`config.mk`:
```
export PLATFORM = sky130hd
export DESIGN_NAME = cic_decim_comb_flat
export DESIGN_NICKNAME = d
export VERILOG_FILES = /design/src/rtl/cic_decim_comb_if.sv /design/src/rtl/cic_decim_comb.sv /design/src/flat_wrapper.sv
export SDC_FILE = /design/constraint.sdc
export NUM_CORES = 1
export LEC_CHECK = 0
export BUFFER_PORTS_ARGS = -buffer_cell sky130_fd_sc_hd__buf_4
export CAP_MARGIN = 25
export CORE_MARGIN = 4
export CORE_UTILIZATION = 40
export CTS_CLUSTER_DIAMETER = 60
export CTS_CLUSTER_SIZE = 30
export DETAILED_ROUTE_END_ITERATION = 7
export PLACE_DENSITY = 0.59
export SYNTH_ARGS = -nofsm -noshare
export SYNTH_HDL_FRONTEND = slang
export SYNTH_SLANG_ARGS = --single-unit
```
`constraint.sdc`:
```
create_clock -name clk_i -period 5.9 [get_ports clk_i]
set_input_delay 0.295 -clock clk_i [delete_from_list [all_inputs] [get_ports clk_i]]
set_output_delay 0.295 -clock clk_i [all_outputs]
set_load 0.02 [all_outputs]
```
`src/rtl/cic_decim_comb_if.sv`:
```
// Sample bus for the CIC decimator/comb block: integrator samples in,
// decimated comb output out.
interface cic_decim_comb_if #(
  parameter int w = 10
);
  logic signed [w-1:0] din;
  logic                din_en;
  logic signed [w-1:0] dout;
  logic                dout_vld;

  modport master (output din, output din_en, input dout, input dout_vld);
  modport slave  (input din, input din_en, output dout, output dout_vld);
endinterface

```
`src/rtl/cic_decim_comb.sv`:
```
// CIC decimator + comb section. Keeps one integrator sample in every r
// accepted samples, then runs it through n pipelined first-difference
// stages. All arithmetic wraps modulo 2^w to match the upstream
// non-saturating integrators.

// One comb stage: x(k) = x(k-1) - d(k), d(k) = previous decimated input.
module cic_comb_stage #(
  parameter int w = 10
) (
  input  logic         clk_i,
  input  logic         rst_i,
  input  logic [w-1:0] x_i,
  input  logic         v_i,
  output logic [w-1:0] x_o,
  output logic         v_o
);
  logic [w-1:0] x_q, d_q, x_d;
  logic         v_q;

  // Modulo-2^w first difference; signedness is irrelevant for wrap math.
  always_comb x_d = x_i - d_q;

  // Advance only on a valid input; otherwise hold data, drop valid.
  always_ff @(posedge clk_i) begin
    if (rst_i) begin
      x_q <= '0;
      d_q <= '0;
      v_q <= 1'b0;
    end else begin
      v_q <= v_i;
      if (v_i) begin
        x_q <= x_d;
        d_q <= x_i;
      end
    end
  end

  assign x_o = x_q;
  assign v_o = v_q;
endmodule

module cic_decim_comb #(
  parameter int w = 10,
  parameter int r = 8,
  parameter int n = 3
) (
  input  logic              clk_i,
  input  logic              rst_i,
  cic_decim_comb_if.slave   bus
);
  localparam int            CW       = (r > 1) ? $clog2(r) : 1;
  localparam logic [CW-1:0] CNT_LAST = CW'(r - 1);

  logic [CW-1:0]       cnt_q, cnt_d;
  logic                take;
  logic [w-1:0]        x0_q;
  logic                v0_q;
  logic [n:0][w-1:0]   x_pipe;
  logic [n:0]          vld_pipe;

  // Decimation counter: moves only on accepted samples, wraps at r-1.
  always_comb begin
    take  = bus.din_en && (cnt_q == CNT_LAST);
    cnt_d = cnt_q;
    if (bus.din_en) cnt_d = take ? '0 : cnt_q + CW'(1);
  end

  // Capture every r-th accepted sample and raise a one-cycle valid.
  always_ff @(posedge clk_i) begin
    if (rst_i) begin
      cnt_q <= '0;
      x0_q  <= '0;
      v0_q  <= 1'b0;
    end else begin
      cnt_q <= cnt_d;
      v0_q  <= take;
      if (take) x0_q <= bus.din;
    end
  end

  assign x_pipe[0]   = x0_q;
  assign vld_pipe[0] = v0_q;

  // Comb chain; the valid flags alone drive the pipeline forward.
  for (genvar k = 1; k <= n; k++) begin : g_stage
    cic_comb_stage #(.w(w)) u_stage (
      .clk_i (clk_i),
      .rst_i (rst_i),
      .x_i   (x_pipe[k-1]),
      .v_i   (vld_pipe[k-1]),
      .x_o   (x_pipe[k]),
      .v_o   (vld_pipe[k])
    );
  end

  assign bus.dout     = x_pipe[n];
  assign bus.dout_vld = vld_pipe[n];
endmodule

```
`src/flat_wrapper.sv`:
```
// flat-port wrapper written by rule: the top's interface ports become plain ports
module cic_decim_comb_flat 
#(
  parameter int w = 10,
  parameter int r = 8,
  parameter int n = 3
)
  (clk_i, rst_i, bus_din, bus_din_en, bus_dout, bus_dout_vld);
  cic_decim_comb_if #(.w(w)) bus_i ();
  input  logic clk_i;
  input  logic rst_i;
  input wire logic [$bits(bus_i.din)-1:0] bus_din;
  input wire logic [$bits(bus_i.din_en)-1:0] bus_din_en;
  output wire logic [$bits(bus_i.dout)-1:0] bus_dout;
  output wire logic [$bits(bus_i.dout_vld)-1:0] bus_dout_vld;
  assign bus_i.din = bus_din;
  assign bus_i.din_en = bus_din_en;
  assign bus_dout = bus_i.dout;
  assign bus_dout_vld = bus_i.dout_vld;
  cic_decim_comb #(.w(w), .r(r), .n(n)) u_core (.clk_i(clk_i), .rst_i(rst_i), .bus(bus_i));
endmodule
```
==> results by group <==
Worst setup path
  • Critical R2R Capture: u_core.g_stage[2].u_stage.x_o[6]
  • CP max stage delay: about 530 ps
  • Most numerous cell on the critical path: inv_1
  • CP Capture Type: flop
  • Crit-path cells: inv_1 -> ha_1 -> inv_1 -> fa_1 -> a211oi_2 -> o21ai_1 -> nand2_1 -> nor4b_1 -> or4_1
  • Required @ worst endpoint: 6110 ps
  • WP data arrival: 2500 ps
  • Kind of critical path: reg -> reg
  • Reg2Reg Launch Point: u_core.g_stage[1].u_stage.x_o[0]
  • CP max stage cell: or4_1
  • Reg2reg setup slack: around 3600 ps
  • Worst Reg2Reg Path Length in Cells: 9
  • Worst-path fanout max: 3
  • CP Launch Type: flop

Yosys
  • Dominant synthesized flop cell: dfxtp_1
  • Synth top area share: 0.363
  • Post-synth ARST share: 0
  • Mapped Avg Cell Area: 8.50 um2
  • Yosys reg bits: 77
  • Mapped Cells: around 500
  • Seq/Total Area, Yosys: 0.363
  • Synth warn: 0
  • Netlist Area Pre-Place: 0.00424 mm2
  • Main area contributors after synthesis: dfxtp_1, mux2i_1, ha_1
  • Yosys top cell by area: dfxtp_1
  • Number of synthesized flops with an enable pin: 0
  • Distinct cells, synth: 44
  • Syn Nets: 544

Timing
  • Min cycle time layout: 2290 ps
  • Relative slew margins: 0.322
  • Slew Viols, Final: 0
  • Hold Fails Final Rpt: 0
  • RSZ-0062 raised after global routing: no
  • Worst Skew: ~11 ps
  • Worst slew pin tran: roughly 1000 ps
  • Setup TNS: 0 ps
  • Fin crit share: 0.388
  • Final-report setup violation count: 0
  • Hold_ws: 190 ps
  • Max Fclk: around 440 MHz

Power and ir drop
  • Tot Pwr: 0.940 mW
  • Clock Power Share: 0.423
  • P_leak: 1.77 nW
  • Power share of the combinational group: 0.023
  • P_int: 0.736 mW
  • Sw Share: 0.217
  • Sequential Power Share: 0.555
  • Sw Pwr: 0.204 mW
  • Power Density: 199 mW/mm2
  • Peak supply drop: 0.000156 V

Clocking
  • CTS sink cnt: 77
  • Insertion delay to the later sink of the worst-skew pair: 340 ps
  • Post-CTS Setup Repair Bufs: 0
  • Post-CTS sizing: 0
  • Hold buffers post-CTS: 0
  • Clock Path Buffers: 2
  • CTS tree: yes
  • # H-tree levels: 3
  • CTS clk-pin slew, worst paths: 80 ps
  • Root Driver: clkbuf_8
  • Num CTS Buffers: 9

Floorplanning
  • Full die area: 0.0123 mm2
  • Die Ht: 111 um
  • Die Wd: 111 um
  • Row count: 37
  • Core area: 0.0103 mm2
  • Starting Density: 0.411
  • Top Ports: 24

Placed design
  • Area of placed instances: 0.00451 mm2
  • Port bufs: 23
  • Dpl cells: 639
  • Post-DP HPWL: 5.56 mm
  • Gpl congestion: 0.885

Min path
  • HP Class: in -> reg
  • WHS Endpoint: u_core.x0_q[7]
  • Hold depth: 3
  • Worst Hold Launch: bus_din[7]

Route
  • Routed WL per cell: between 10 and 15 um
  • Vias: 3368
  • Vias/cell: roughly 5
  • Drt total wl: between 7 and 8 mm
  • First-pass DRT Iterations: 4
  • DRT iter0 DRCs: 96
  • Remaining antenna violation count: 0
  • DRC viols: 0

Final layout
  • Post-route insts no fill: approximately 660
  • Ant diodes: 0
  • Register area: 0.00154 mm2
  • Area delta synth->final: 11.1%
  • Most common cell after layout, fill and taps aside: nor2_1
  • Layout fillers: 1016
  • Layout cells sized above 1: 0.108
  • Commonest non-fill, non-tap cells in the layout: nor2_1, dfxtp_1, nand2_1, mux2i_1, inv_1
  • Post-route cell area: roughly 0.0047 mm2
  • Layout Nets: 559
  • Multi-input logic area: 0.00245 mm2

Global route
  • Vias in the first global route: 3268
  • First-pass GRT wire length: 14.2 mm
  • Total track usage: 0.133
  • Initial antenna violation count: 0
  • Met1 usage: 0.159
  • Met2 Use GR: 0.229
  • Gr ovfl total: 0
  • Largest net degree at the start of global routing: 106
  • GRT busiest layer: met2
  • GR met3 Demand/Resource: 0.0311

Run
  • Max Cap Violations: 0

Outcome
  • Status: finished clean
-- cells in the mapped netlist, drive strengths merged, types with 4 or more instances --
master	instances
nor2	80
dfxtp	77
nand2	45
mux2i	42
inv	41
ha	29
a21oi	27
o21ai	26
a211oi	15
buf	12
nor2b	11
clkbuf	10
nor3b	8
or4b	8
o311ai	7
nand2b	6
nand3	6
nand4	6
xnor2	6
nand4b	5
a2111oi	4
-- state kept, by name, indices dropped and copies added (netlist names) --
name and cells:
u_core.x0_q 10, u_core.g_stage.u_stage.v_o 3, u_core.v0_q 1, u_core.cnt_q 3
u_core.g_stage.u_stage.d_q 30, u_core.g_stage.u_stage.x_o 30
-- routing by layer --
metal	part of all wire	vias to the layer above
met5	0	-
li1	-	1774
met1	0.47	1521
met3	0.033	22
met4	0.028	0
met2	0.47	51
-- stage by stage --
step	util	setup slack [ps]
floorplan	-	3840
global placement	0.437	3730
detailed placement	0.437	3630
CTS	0.456	3620
global route	0.456	3490
finish	0.456	3610
-- power groups by stage --
stage	clock network, mW	registers (mW)	logic, mW
2_1_floorplan	0	0.533	0.0131
3_3_place_gp	0	0.533	0.0208
3_5_place_dp	0	0.534	0.0214
4_1_cts	0.414	0.521	0.0215
5_1_grt	0.431	0.521	0.0240
6_report	0.398	0.521	0.0212
-- critical path, delay by kind of cell (launching register included) --
| kind | cells | cell delay, ps |
|---|---|---|
| buffers and inverters | 2 | 110 |
| AOI/OAI and AO/OA | 2 | 470 |
| and+or+nand+nor | 3 | 660 |
| adders and majority gates | 2 | 590 |
| DFF | 1 | 330 |
-- area by class of cell --
type | count | share of cell area
tap | 136 | 0.0361
timing repair buffer | 26 | 0.0414
multi-input combinational | 359 | 0.520
inverter | 41 | 0.0327
sequential | 77 | 0.327
clock inverter | 5 | 0.0127
clock buffer | 11 | 0.0300
-- kinds of logic after synthesis --
| logic type | synth area share |
|---|---|
| compound gates | 0.147 |
| mux | 0.0991 |
| flops | 0.363 |
| fa+ha+maj | 0.0997 |
| xor+xnor | 0.0124 |
| simple gates | 0.219 |
| buf+inv | 0.0593 |
-- how the worst max path moves through the flow --
| stage | startpoint | to | slack [ps] | cells after the start |
|---|---|---|---|---|
| 5_1_grt | u_core.g_stage[1].u_stage.x_o[0] | u_core.g_stage[2].u_stage.x_o[6] | 3490 | 9 |
| 3_5_place_dp | u_core.g_stage[1].u_stage.x_o[0] | u_core.g_stage[2].u_stage.x_o[6] | 3630 | 9 |
| 4_1_cts | u_core.g_stage[1].u_stage.x_o[0] | u_core.g_stage[2].u_stage.x_o[6] | 3620 | 9 |
| 3_3_place_gp | u_core.g_stage[1].u_stage.x_o[0] | u_core.g_stage[2].u_stage.x_o[6] | 3730 | 9 |
| 6_report | u_core.g_stage[1].u_stage.x_o[0] | u_core.g_stage[2].u_stage.x_o[6] | 3610 | 9 |
| 2_1_floorplan | u_core.g_stage[1].u_stage.x_o[0] | u_core.g_stage[2].u_stage.x_o[6] | 3840 | 9 |
Power figures use the tool's default switching activity.
